**src/rtl/pll_lock_sequencer.sv**
```systemverilog
// PLL bring-up sequencer for the 433.92 MHz RDS carrier.
// Holds the PLL in reset, releases it, waits for a synchronized lock,
// requires the lock to stay up for a settle window, then gates RF on.
// Failed lock attempts are retried a bounded number of times before a
// latched fault; lock loss while running gates RF off and restarts.
module pll_lock_sequencer #(
  parameter int RESET_CYCLES  = 16,
  parameter int SETTLE_CYCLES = 1024,
  parameter int LOCK_TIMEOUT  = 65536,
  parameter int MAX_RETRIES   = 7
) (
  input  logic       clk,
  input  logic       rst_n,
  input  logic       enable,
  input  logic       pll_lock,
  input  logic       clear_fault,
  output logic       pll_rst,
  output logic       rf_enable,
  output logic [2:0] state,
  output logic [3:0] retry_count,
  output logic [7:0] loss_count,
  output logic       fault
);

  // One counter serves every timed state, so size it for the longest wait.
  localparam int MAX_AB = (RESET_CYCLES > SETTLE_CYCLES) ? RESET_CYCLES : SETTLE_CYCLES;
  localparam int MAXC   = (MAX_AB > LOCK_TIMEOUT) ? MAX_AB : LOCK_TIMEOUT;
  localparam int CNT_W  = (MAXC < 2) ? 1 : $clog2(MAXC);

  localparam logic [CNT_W-1:0] RESET_LAST   = CNT_W'(RESET_CYCLES - 1);
  localparam logic [CNT_W-1:0] SETTLE_LAST  = CNT_W'(SETTLE_CYCLES - 1);
  localparam logic [CNT_W-1:0] TIMEOUT_LAST = CNT_W'(LOCK_TIMEOUT - 1);
  localparam logic [3:0]       RETRY_LIMIT  = 4'(MAX_RETRIES);

  typedef enum logic [2:0] {
    S_IDLE   = 3'd0,
    S_RESET  = 3'd1,
    S_WAIT   = 3'd2,
    S_SETTLE = 3'd3,
    S_RUN    = 3'd4,
    S_FAULT  = 3'd5
  } state_t;

  state_t           r_state;
  logic [CNT_W-1:0] r_cnt;
  logic             r_pll_rst;
  logic             r_rf_enable;
  logic             r_fault;
  logic [3:0]       r_retry;
  logic [7:0]       r_loss;
  logic             r_lock_m;
  logic             r_lock_s;
  logic [3:0]       w_retry_inc;

  assign w_retry_inc = r_retry + 4'd1;

  assign state       = r_state;
  assign pll_rst     = r_pll_rst;
  assign rf_enable   = r_rf_enable;
  assign fault       = r_fault;
  assign retry_count = r_retry;
  assign loss_count  = r_loss;

  // Two-flop synchronizer bringing the asynchronous lock flag into clk.
  always_ff @(posedge clk) begin
    if (!rst_n) begin
      r_lock_m <= 1'b0;
      r_lock_s <= 1'b0;
    end else begin
      r_lock_m <= pll_lock;
      r_lock_s <= r_lock_m;
    end
  end

  // Sequencer FSM; outputs are registered alongside the next state.
  always_ff @(posedge clk) begin
    if (!rst_n) begin
      r_state     <= S_IDLE;
      r_cnt       <= '0;
      r_pll_rst   <= 1'b1;
      r_rf_enable <= 1'b0;
      r_fault     <= 1'b0;
      r_retry     <= 4'd0;
      r_loss      <= 8'd0;
    end else begin
      r_cnt <= r_cnt + 1'b1;
      if (!enable && (r_state != S_FAULT)) begin
        // Shutdown wins over everything, including a same-cycle lock loss.
        r_state     <= S_IDLE;
        r_cnt       <= '0;
        r_pll_rst   <= 1'b1;
        r_rf_enable <= 1'b0;
        r_fault     <= 1'b0;
      end else begin
        case (r_state)
          S_IDLE: begin
            if (enable) begin
              r_state   <= S_RESET;
              r_cnt     <= '0;
              r_pll_rst <= 1'b1;
            end
          end
          S_RESET: begin
            if (r_cnt == RESET_LAST) begin
              r_state   <= S_WAIT;
              r_cnt     <= '0;
              r_pll_rst <= 1'b0;
            end
          end
          S_WAIT: begin
            if (r_lock_s) begin
              r_state <= S_SETTLE;
              r_cnt   <= '0;
            end else if (r_cnt == TIMEOUT_LAST) begin
              r_retry   <= w_retry_inc;
              r_cnt     <= '0;
              r_pll_rst <= 1'b1;
              if (w_retry_inc == RETRY_LIMIT) begin
                r_state <= S_FAULT;
                r_fault <= 1'b1;
              end else begin
                r_state <= S_RESET;
              end
            end
          end
          S_SETTLE: begin
            // Any dropout restarts the lock wait without charging a retry.
            if (!r_lock_s) begin
              r_state <= S_WAIT;
              r_cnt   <= '0;
            end else if (r_cnt == SETTLE_LAST) begin
              r_state     <= S_RUN;
              r_cnt       <= '0;
              r_rf_enable <= 1'b1;
              r_retry     <= 4'd0;
            end
          end
          S_RUN: begin
            if (!r_lock_s) begin
              r_state     <= S_RESET;
              r_cnt       <= '0;
              r_pll_rst   <= 1'b1;
              r_rf_enable <= 1'b0;
              if (r_loss != 8'hFF) begin
                r_loss <= r_loss + 8'd1;
              end
            end
          end
          S_FAULT: begin
            if (clear_fault) begin
              r_state <= S_IDLE;
              r_cnt   <= '0;
              r_fault <= 1'b0;
              r_retry <= 4'd0;
            end
          end
          default: begin
            r_state     <= S_IDLE;
            r_cnt       <= '0;
            r_pll_rst   <= 1'b1;
            r_rf_enable <= 1'b0;
            r_fault     <= 1'b0;
          end
        endcase
      end
    end
  end

endmodule

```
**config.mk**
```make
export PLATFORM = sky130hd
export DESIGN_NAME = pll_lock_sequencer
export DESIGN_NICKNAME = d
export VERILOG_FILES = /design/src/rtl/pll_lock_sequencer.sv
export SDC_FILE = /design/constraint.sdc
export NUM_CORES = 1
export LEC_CHECK = 0
export ABC_AREA = 1
export ABC_CLOCK_PERIOD_IN_PS = 1850
export CAP_MARGIN = 20
export CORE_ASPECT_RATIO = 1.4
export CORE_UTILIZATION = 56
export DETAILED_ROUTE_END_ITERATION = 10
export PLACE_DENSITY = 0.8
export SETUP_SLACK_MARGIN = 0.5
export SYNTH_ARGS = -nofsm -noshare
export SYNTH_HDL_FRONTEND = slang
export SYNTH_SLANG_ARGS = --single-unit
```
**constraint.sdc**
```tcl
create_clock -name clk -period 1.85 [get_ports clk]
set_input_delay 0.2775 -clock clk [delete_from_list [all_inputs] [get_ports clk]]
set_output_delay 0.2775 -clock clk [all_outputs]
set_load 0.03 [all_outputs]
```
Word-level counts from Yosys, hierarchy flattened --
Cells that the tools add are included. W data, S select, Z words.
Cells by class: add/sub/neg operators 3, multipliers 0, div/mod/pow operators 0, order comparisons 0, equality and inequality tests 22, shift operators 0, multiplexer cells 40, bitwise logic cells 6, reductions and logical operators 14
Operators with widths (count):
- $mux W16 | 8
- $pmux W16 S6 | 1
- $mux W3 | 9
- $mux W4 | 5
- $ne A2 B2 Y1 const B | 9
- $pmux W3 S6 | 1
- $add A16 B1 Y16 const B | 1
- $eq A16 B10 Y1 const B | 1
- $eq A16 B16 Y1 const B | 1
- $eq A16 B4 Y1 const B | 1
- $mux W1 | 12
- $pmux W4 S3 | 1
- $reduce_and A6 Y1 | 2
- $ne A3 B3 Y1 const B | 3
- $add A8 B1 Y8 const B | 1
- $ne A8 B8 Y1 const B | 1
- $reduce_and A4 Y1 | 2
- $reduce_or A4 Y1 | 2
- $reduce_and A7 Y1 | 1
- $eq A3 B2 Y1 const B | 2
- $eq A3 B3 Y1 const B | 2
- $not A1 Y1 | 6
- $pmux W1 S3 | 2
- $pmux W1 S5 | 1
- 9 further kinds | 10
Storage, ports and cells: register bits 36, latch bits 0, bits in writable memories 0, memory bits (read-only) 0, input port bits 5, output and inout bits 18, memories 0

Logic depth before layout (Yosys ltp) --
Gate-level depths: netlist of the first run.
depth after elaboration 6, mapped depth 12, mapped depth without buffers 12

Least setup slack after synthesis of the first run --
No wires, ideal clock.
kind register to register, start reg r_state[2] (netlist: state[2]), end reg r_cnt[11], library setup time 0.117 ns, data arrival time 1.570 ns, slack 0.162 ns, cell stages (with the launch flop) 12, path buffers 1, cell sequence dfxtp_1 -> inv_2 -> nand2_2 -> nor2_4 -> nand2_1 -> o21bai_4 -> nand2_2 -> nor2_4 -> nand2_4 -> nand2_4 -> buf_12 -> nor2_2
Between the ends: word-level cells in the longest chain between the ends 3, elaborated cells on any way between the ends 10
RTL lines:
- from (decl) | line 44 | state_t r_state;
- from (signal assigned) | line 78 | r_state <= S_IDLE;
- from (signal assigned) | line 89 | r_state <= S_IDLE;
- from (signal assigned) | line 98 | r_state <= S_RESET;
- branches (longest 3 deep; another with $pmux W16 S6)
- to (signal assigned) | line 86 | r_cnt <= r_cnt + 1'b1;
- to (decl) | line 45 | logic [CNT_W-1:0] r_cnt;
Several ways; the timed one is not identified. A chain may end at the register's enable or synchronous reset.

Final worst setup path of the first run --
start reg r_cnt[1], end reg r_retry[1] (netlist: retry_count[1])
Between the ends: word-level cells in the longest chain between the ends 3, elaborated cells on any way between the ends 5
RTL lines:
- $eq A16 B10 Y1 or $eq A16 B16 Y1 (tied branches) | line 131, 114
- $ne A2 B2 Y1 (no source line)
- $reduce_and A7 Y1 (no source line) *
- to (signal assigned) | line 115 | r_retry <= w_retry_inc;
- to (decl) | line 49 | logic [3:0] r_retry;
Every way passes the cells marked *; elsewhere a longest branch is shown, timed or not.

==> results of run 1 <==
-- kinds of logic (layout without fill, tap and decap cells) --
| family | after synthesis | after routing |
|---|---|---|
| flip-flops | 36 | 36 |
| AO/OA/AOI/OAI | 22 | 22 |
| adder cells (fa/ha/maj) | 4 | 4 |
| AND/OR/NAND/NOR | 188 | 189 |
| buffers and inverters | 39 | 95 |
| XOR/XNOR | 17 | 17 |
-- per-layer routing --
layer	vias up	part of all wire	wire (microns)
met5	-	0	0
met4	0	0.045	272
met3	25	0.033	200
met2	54	0.55	3320
met1	1054	0.37	2190
li1	1089	-	-
-- power groups by stage --
stage / Combinational, W / Sequential (W) / Clock, W
floorplan: 0.000126 / 0.000833 / 0
global placement: 0.000189 / 0.000819 / 0
detailed placement: 0.000192 / 0.000819 / 0
CTS: 0.000238 / 0.000800 / 0.000931
global route: 0.000281 / 0.000801 / 0.000951
finish: 0.000260 / 0.000800 / 0.000925
-- metrics by stage --
step / instances / hold slack (ps) / instance area (sq um)
floorplan: 306 / 375 / 2180
finish: 405 / 437 / 3030
detailed placement: 371 / 425 / 2450
global placement: 371 / 393 / 2450
CTS: 394 / 441 / 2850
global route: 405 / 459 / 3030
-- area by class of cell --
type | count | share of cell area
timing repair buffer | 50 | 0.136
clock inverter | 2 | 0.0198
tap | 42 | 0.0173
sequential | 36 | 0.250
inverter | 37 | 0.0491
multi-input combinational | 232 | 0.497
clock buffer | 6 | 0.0310
-- how the worst min path moves through the flow --
stage              from        to  slack (ps)
6_report       r_lock_m  r_lock_s         440
5_1_grt        r_lock_m  r_lock_s         460
4_1_cts        r_lock_m  r_lock_s         440
3_5_place_dp   r_lock_m  r_lock_s         430
3_3_place_gp   r_lock_m  r_lock_s         390
2_1_floorplan  pll_lock  r_lock_m         380
-- placed cells by master (no fill, tap or decap), types with 3 or more instances in the layout --
| cell | instances |
|---|---|
| nor2_2 | 8 |
| dfxtp_1 | 17 |
| nand2_2 | 9 |
| nor3_1 | 5 |
| clkdlybuf4s15_1 | 4 |
| clkbuf_2 | 4 |
| nor2_4 | 17 |
| a21oi_2 | 3 |
| xor2_1 | 13 |
| clkbuf_8 | 5 |
| nand4_1 | 7 |
| nor3_4 | 3 |
| nand3_2 | 6 |
| nor2_1 | 40 |
| nand3_1 | 15 |
| nand2_4 | 6 |
| dfxtp_2 | 14 |
| o21ai_0 | 3 |
| inv_2 | 4 |
| inv_1 | 31 |
| xnor2_1 | 3 |
| dfxtp_4 | 5 |
| a21oi_1 | 9 |
| dlygate4sd2_1 | 5 |
| nand2_1 | 66 |
| clkdlybuf4s50_1 | 4 |
| buf_4 | 26 |
-- worst min-delay path: cells and delay by family, from the launching register on --
family	cells	cell delay, ps
flops	1	310
simple gates	1	60
buf+inv	1	30
-- registers in the layout, indices dropped and copies added (netlist names) --
signal / flops
r_cnt: 16
loss_count: 8
retry_count: 4
state: 3
fault: 1
pll_rst: 1
r_lock_m: 1
r_lock_s: 1
rf_enable: 1
-- what timing repair did --
action,4_1_cts,5_1_grt
setup buffers,14,11
cloned,1,0
resized for setup,63,45
pin swaps,17,18
setup endpoints to repair,50,45
==> flow_metrics.tcl, run 1 <==
set metrics [dict create \
    status "complete, no violations" \
    top_usage_layer "met2" \
    synthCells 306 \
    endpoint "retry_count[1]" \
    multi_input_area_sq_mm 0.00151 \
    clock_latency_ps 300 \
    fill_cells 222 \
    synth_edf_count 0 \
    min_path_cells 2 \
    synthDistinctLibCells 29 \
    seq_area_frac_synth 0.338 \
    regArea_sq_um 757 \
    synthXorXnorAreaFrac 0.0698 \
    r2r-start "r_cnt[1]" \
    syn_area_sq_mm 0.00213 \
    drcViolationCount 0 \
    cts_max_level 2 \
    arrival_ps 1890 \
    grtUsageTotal 0.296 \
    ys_async_sr_fraction 0 \
    tns_ps 0 \
    ys.flop_type "dfxtp_1" \
    clock_path_buffers 2 \
    synthAdderAreaFrac 0.0235 \
    cts-root-buf "clkbuf_8" \
    timing.final.crit_share 0.917 \
    path_buf_inv 0 \
    drv_slew 0 \
    clock_sinks 36 \
    path_depth 10 \
    met2_usage 0.534 \
    sequentialPowerShare 0.403 \
    synth_top_cell_area_share 0.338 \
    final_util 0.832 \
    synth_most_common_cell "nand2_1" \
    grt_pass1_wl_microns 8690 \
    endpoint_kind "flip-flop" \
    fin_skew_ps 3.84 \
    rows 26 \
    crit_required_ps 2040 \
    ys_ff_latch 36 \
    antenna_found_initial 0 \
    crit_chain "ha_4 > nand2_4 > nor2_4 > nand2_4 > o21ai_2 > nand3b_1 > nor2_4 > nand2_1 > nand2_1 > nor2_1" \
    critical_path.top_delay_family "simple AND/OR/NAND/NOR gates" \
    syn_avg_cell_area_sq_um 6.97 \
    rr_endpoint "retry_count[1]" \
    grt_pass1_vias 2002 \
    worstSetupStartpoint "r_cnt[1]" \
    slowest_stage "dfxtp_2" \
    clkSlewWorstSetupHoldPaths_ps 80 \
    p_comb_frac 0.131 \
    grt_start_max_net_pins 13 \
    hold_viol_final 0 \
    core_sq_mm 0.00364 \
    routed_wl_microns 5990 \
    dieHeight_microns 75.0 \
    ioPinCount 23 \
    antennaDiodeCount 0 \
    place.gp.congestion 0.894 \
    synth_mux_area_frac 0 \
    synthesis.nets 315 \
    slowest_delay_ps 360 \
    synth_area_leaders "dfxtp_1 (34%), nand2_1 (13%), nor2_1 (8.6%), inv_1 (5.8%), xor2_1 (5.8%)" \
    hpwl_microns 3440 \
    slew_headroom 0.782 \
    setup_ws_ps 153 \
    ff2ff_path_depth 10 \
    yosysTopAreaCell "dfxtp_1" \
    cts_tree "done" \
    cap_violations 0 \
    clkPwrFrac 0.466 \
    met3_usage 0.0485 \
    synth_compound_area_frac 0.0599 \
    fin_crit_ps 1700 \
    sw_frac_of_total 0.244 \
    dieWidth_microns 54.2 \
    vdd_drop_max_uv 645 \
    postCtsHoldBufs 0 \
    internal-power_w 0.00150 \
    power.switching_w 0.000485 \
    viasPerCell 5.49 \
    p_leak_nw 1.34 \
    yosys_warnings 0 \
    drt_iter0_drc 95 \
    area_growth_pct 42.2 \
    synth_top_family_by_area "simple AND/OR/NAND/NOR gates" \
    rsz0062_at_grt "true" \
    final_nets 371 \
    r2r_slack_ps 150 \
    wl_per_cell_microns 14.8 \
    met1_usage 0.303 \
    ant_nets 0 \
    io_buffers 22 \
    min_path_type "flip-flop to flip-flop" \
    start_util 0.585 \
    die_area_sq_mm 0.00406 \
    cp_max_fo 8 \
    setup_viol 0 \
    finalPower_w 0.00199 \
    tightest_slew_ps 325 \
    fmax_ghz 0.589 \
    synth_common_cells "nand2_1 (72), nor2_1 (49), dfxtp_1 (36), inv_1 (33), nand3_1 (21)" \
    grt_overflow 0 \
    power_density_mw_per_mm2 655 \
    drtPass1Iterations 4 \
    cts_buffers 5 \
    synthSimpleGateAreaFrac 0.433 \
    num_vias 2222 \
    final_layout_size_suffix_gt1_frac 0.369 \
    place_ws_ps 92.1 \
    path_class "flip-flop to flip-flop" \
    worstSetupStartpointType "flip-flop" \
]
Note: power is estimated with default switching activity, not from simulation.
==> run 2, diff against run 1 <==
--- a/config.mk
+++ b/config.mk
@@ -9,9 +9,9 @@
 export ABC_CLOCK_PERIOD_IN_PS = 1850
 export CAP_MARGIN = 20
 export CORE_ASPECT_RATIO = 1.4
-export CORE_UTILIZATION = 56
+export CORE_UTILIZATION = 40
 export DETAILED_ROUTE_END_ITERATION = 10
-export PLACE_DENSITY = 0.8
+export PLACE_DENSITY = 0.61
 export SETUP_SLACK_MARGIN = 0.5
 export SYNTH_ARGS = -nofsm -noshare
 export SYNTH_HDL_FRONTEND = slang
==> run 2 against run 1 <==
Against the previous run:
- wire length fell by 14%
- critical path type unchanged
- critical path depth rose by 2
- combinational power fell by 2%
- count of clock-buffer cells in the layout did not move
- die area rose by 39%
- total power fell by 18%
- worst hold slack got worse by 20 ps
- via count fell by 5.6%
- clock skew rose by 1.6 ps
- sequential share of layout area fell by 0.062 points
- global-route usage fell by 11 points
==> flow_metrics.tcl, run 2 (synthesized netlist as in run 1, its figures left out) <==
set metrics [dict create \
    slowest_delay_ps 370 \
    final_nets 370 \
    fmax_ghz 0.599 \
    drt_iter0_drc 78 \
    tightest_slew_ps 304 \
    ioPinCount 23 \
    grt_start_max_net_pins 12 \
    min_path_cells 2 \
    place.gp.congestion 0.938 \
    slowest_stage "dfxtp_4" \
    dieWidth_microns 63.7 \
    vdd_drop_max_uv 414 \
    critical_path.top_delay_family "buffers and inverters" \
    min_path_type "flip-flop to flip-flop" \
    p_leak_nw 1.30 \
    clock_latency_ps 290 \
    cts_max_level 2 \
    drcViolationCount 0 \
    rsz0062_at_grt "true" \
    grt_overflow 0 \
    fin_crit_ps 1670 \
    cpMostUsedCell "nand2_2" \
    routed_wl_microns 5170 \
    largest_reg_flops 16 \
    antennaDiodeCount 0 \
    path_class "flip-flop to flip-flop" \
    area_growth_pct 41.4 \
    power_density_mw_per_mm2 542 \
    drtPass1Iterations 4 \
    ant_nets 0 \
    num_vias 2097 \
    hold_viol_final 0 \
    arrival_ps 1890 \
    rows 31 \
    io_buffers 22 \
    dieHeight_microns 88.4 \
    final_util 0.584 \
    path_buf_inv 5 \
    grtUsageTotal 0.183 \
    die_area_sq_mm 0.00563 \
    grt_pass1_vias 1854 \
    clock_path_buffers 2 \
    holdPathEnd "r_lock_s" \
    place_inst 398 \
    ff2ff_path_depth 12 \
    timing.final.crit_share 0.902 \
    cap_violations 0 \
    antenna_found_initial 0 \
    final_cell_mix "nand2_1 (54), nor2_1 (44), inv_1 (31), buf_4 (22), dfxtp_1 (20)" \
    status "complete, no violations" \
    clock_sinks 36 \
    tns_ps 0 \
    cts-root-buf "clkbuf_8" \
    viasPerCell 4.90 \
    slew_headroom 0.796 \
    fin_skew_ps 5.40 \
    worstSetupStartpointType "flip-flop" \
    cts_tree "done" \
    start_util 0.413 \
    fill_cells 476 \
    finalPower_w 0.00163 \
    cts_buffers 5 \
    top_register "r_cnt" \
    hold_path.startpoint "r_lock_m" \
    cp_max_fo 7 \
    core_sq_mm 0.00516 \
    crit_required_ps 2080 \
    clkSlewWorstSetupHoldPaths_ps 70 \
    wl_per_cell_microns 12.1 \
    postCtsHoldBufs 0 \
    drv_slew 0 \
    r2r_slack_ps 180 \
    setup_viol 0 \
    endpoint_kind "flip-flop" \
    crit_chain "inv_6 > nand2_2 > nor2_4 > buf_12 > nand2_2 > o21bai_4 > buf_4 > buf_6 > buf_6 > nand2_2 > a31oi_1 > nor2_1" \
    hpwl_microns 3500 \
    rr_endpoint "state[1]" \
    final_layout_size_suffix_gt1_frac 0.387 \
    final_common_cell "nand2_1" \
    fin_cells 428 \
    grt_pass1_wl_microns 8110 \
    r2r-start "state[2]" \
]
==> run 2: changes by cell type in the layout (fill, tap and decap cells not counted), sizes merged <==
| cell | delta |
|---|---|
| bufinv | -2 |
| clkinv | +2 |
| dlygate4sd2 | -2 |
| clkdlybuf4s15 | +4 |
| buf | -2 |
| clkdlybuf4s18 | -1 |
==> run 2: what timing repair did <==
item                                    4_1_cts  5_1_grt
setup buffers                                10       11
resized for setup                            52       64
endpoints found under the setup margin       50       44
pin swaps                                    18       19
cloned                                        1        0
==> run 2: final cells by class <==
cell class                 instances  area [sq um]  area share
multi-input combinational        232          1510       0.500
timing repair buffer              49           428       0.142
clock buffer                       6          82.6      0.0274
inverter                          37           154      0.0511
sequential                        36           751       0.249
clock inverter                     2          10.0     0.00332
tap                               66          82.6      0.0274
==> run 2: worst max path at each step <==
stage | startpoint | depth (start not counted) | to
floorplan | r_cnt[0] | 11 | r_cnt[11]
global placement | r_cnt[0] | 10 | r_cnt[13]
detailed placement | r_cnt[0] | 10 | r_cnt[13]
CTS | r_cnt[1] | 10 | retry_count[0]
global route | r_cnt[1] | 12 | retry_count[0]
finish | state[2] | 12 | state[1]
==> run 2: stage by stage <==
step	setup WS (ps)	area (sq um)	hold slack, ps
final	182	3010	417
after global routing	76.8	3010	433
after global placement	140	2500	392
after detailed placement	85.3	2500	400
after floorplan	259	2180	375
after CTS	217	2770	420
==> run 2: power breakdown <==
part           internal, W  total (W)  switching (W)
registers         0.000785   0.000801      0.0000159
clock network     0.000297   0.000577       0.000280
logic             0.000101   0.000256       0.000156
==> run 2: layer usage <==
layer  vias up  share of wire  global-route usage
li1       1081              -                   -
met4         0          0.022              0.0785
met3        11          0.031              0.0412
met5         -              0                   0
met2        41           0.53               0.345
met1       964           0.42               0.195
==> run 2: worst register-to-register path: stages, from the launching register on <==
cell      delay, ps
dfxtp_4         370
inv_6            80
nand2_2          80
nor2_4          170
buf_12          130
nand2_2          60
o21bai_4        180
buf_4           140
buf_6           110
buf_6           100
nand2_2          40
a31oi_1          40
nor2_1          100
==> run 3, diff against run 2 <==
--- a/config.mk
+++ b/config.mk
@@ -8,9 +8,10 @@
 export ABC_AREA = 1
 export ABC_CLOCK_PERIOD_IN_PS = 1850
 export CAP_MARGIN = 20
-export CORE_ASPECT_RATIO = 1.4
+export CORE_ASPECT_RATIO = 0.9
 export CORE_UTILIZATION = 40
 export DETAILED_ROUTE_END_ITERATION = 10
+export MAX_ROUTING_LAYER = met4
 export PLACE_DENSITY = 0.61
 export SETUP_SLACK_MARGIN = 0.5
 export SYNTH_ARGS = -nofsm -noshare
==> constraint.sdc (replaced) <==
create_clock -name clk -period 1.85 [get_ports clk]
set_input_delay 0.4625 -clock clk [delete_from_list [all_inputs] [get_ports clk]]
set_output_delay 0.4625 -clock clk [all_outputs]
set_load 0.03 [all_outputs]
==> run 3 against run 2 <==
Against the previous run:
- maximum frequency fell by 3.0%
- clock power rose by 22%
- largest cell class unchanged
- critical path depth fell by 1
- via count shrank 1.1%
- worst hold slack gained 3.1 ps
==> flow_metrics.tcl, run 3 (synthesized netlist as in run 1, its figures left out) <==
set metrics [dict create \
    drv_slew 0 \
    setup_viol 0 \
    hpwl_microns 3460 \
    power_density_mw_per_mm2 574 \
    io_buffers 22 \
    hold_path.startpoint "r_lock_m" \
    endpoint_kind "flip-flop" \
    clock_sinks 36 \
    status "complete, no violations" \
    ff2ff_path_depth 11 \
    rsz0062_at_grt "true" \
    final_common_cell "nand2_1" \
    place_inst 400 \
    dieWidth_microns 79.0 \
    rows 24 \
    holdPathEnd "r_lock_s" \
    num_vias 2073 \
    top_register "r_cnt" \
    p_comb_frac 0.161 \
    timing.final.crit_share 0.930 \
    postCtsHoldBufs 0 \
    hold_viol_final 0 \
    grt_pass1_wl_microns 8390 \
    fin_cells 439 \
    clkPwrFrac 0.395 \
    core_sq_mm 0.00498 \
    final_nets 382 \
    cts_tree "done" \
    cts_max_level 2 \
    ant_nets 0 \
    fin_crit_ps 1720 \
    power.switching_w 0.000486 \
    internal-power_w 0.00130 \
    grt_start_max_net_pins 12 \
    ioPinCount 23 \
    fin_skew_ps 6.33 \
    clkSlewWorstSetupHoldPaths_ps 80 \
    final_util 0.624 \
    p_leak_nw 1.38 \
    finalPower_w 0.00178 \
    grt_pass1_vias 1853 \
    vdd_drop_max_uv 382 \
    dieHeight_microns 71.3 \
    antenna_found_initial 0 \
    wl_per_cell_microns 12.1 \
    cts-root-buf "clkbuf_8" \
    final_cell_mix "nand2_1 (58), nor2_1 (41), buf_4 (41), inv_1 (31), nand3_1 (17)" \
    tightest_slew_ps 286 \
    drtPass1Iterations 4 \
    drt_iter0_drc 116 \
    viasPerCell 4.72 \
    rr_endpoint "r_cnt[11]" \
    routed_wl_microns 5290 \
    sequentialPowerShare 0.444 \
    clock_path_buffers 2 \
    sw_frac_of_total 0.272 \
    worstSetupStartpoint "r_cnt[0]" \
    largest_reg_flops 16 \
    cp_max_fo 7 \
    r2r-start "r_cnt[0]" \
    cts_buffers 5 \
    place.gp.congestion 0.904 \
    clock_latency_ps 300 \
    min_path_cells 2 \
    r2r_slack_ps 130 \
    grtUsageTotal 0.199 \
    start_util 0.428 \
    final_layout_size_suffix_gt1_frac 0.439 \
    grt_overflow 0 \
    arrival_ps 1910 \
    path_class "flip-flop to flip-flop" \
    fmax_ghz 0.581 \
    antennaDiodeCount 0 \
    slew_headroom 0.809 \
    area_growth_pct 45.9 \
    cap_violations 0 \
    drcViolationCount 0 \
    min_path_type "flip-flop to flip-flop" \
    die_area_sq_mm 0.00563 \
    crit_required_ps 2040 \
    worstSetupStartpointType "flip-flop" \
]
run 3: critical path: stages (launching register included):
cell,delay [ps]
dfxtp_4,360
ha_4,150
nand2_4,50
nor2_4,170
buf_6,130
nand3_4,90
o21bai_4,140
nand2_2,70
nor2_4,130
nand2_4,120
nand2_8,160
nor2_2,40
run 3: cell type report:
type                    instances  area (sq um)
fillers                       471          1870
multi-input cells             232          1500
flip-flops and latches         36           777
repair buffers                 61           498
inverters                      37           151
well taps                      65          81.3
clock buffers                   6          72.6
clock inverters                 2          35.0
run 3: routing by layer:
metal	GRT usage	up-vias	share of wire
met2	0.291	29	0.46
met5	-	-	0
met4	0.0606	0	0.011
li1	-	1108	-
met1	0.266	929	0.49
met3	0.0573	7	0.040
run 3: power groups by stage:
stage	clock network [W]	registers, W	logic (W)
2_1_floorplan	0	0.000833	0.000126
3_3_place_gp	0	0.000819	0.000203
3_5_place_dp	0	0.000819	0.000203
4_1_cts	0.000717	0.000801	0.000244
5_1_grt	0.000761	0.000794	0.000312
6_report	0.000705	0.000791	0.000287
run 3: how the worst max path moves through the flow:
stage | end | slack [ps] | cells past startpoint
after floorplan | r_cnt[11] | 260 | 11
after detailed placement | r_cnt[5] | -60 | 8
after global placement | r_cnt[13] | -30 | 8
after CTS | retry_count[2] | 200 | 10
after global routing | retry_count[2] | 20 | 10
final | r_cnt[11] | 130 | 11
run 3: metrics by stage:
stage	hold WS [ps]	TNS, ps	setup WS (ps)	area (sq um)
detailed placement	403	-303	-59.4	2520
CTS	423	0	196	2780
global route	436	0	24.0	3110
global placement	395	-108	-27.9	2520
finish	420	0	130	3110
floorplan	390	0	259	2180
run 3: what timing repair did:
action | 4_1_cts | 5_1_grt
gates resized for setup | 123 | 76
setup buffers | 13 | 17
setup endpoints to repair | 52 | 45
pin swaps | 23 | 18
gates cloned | 1 | 0
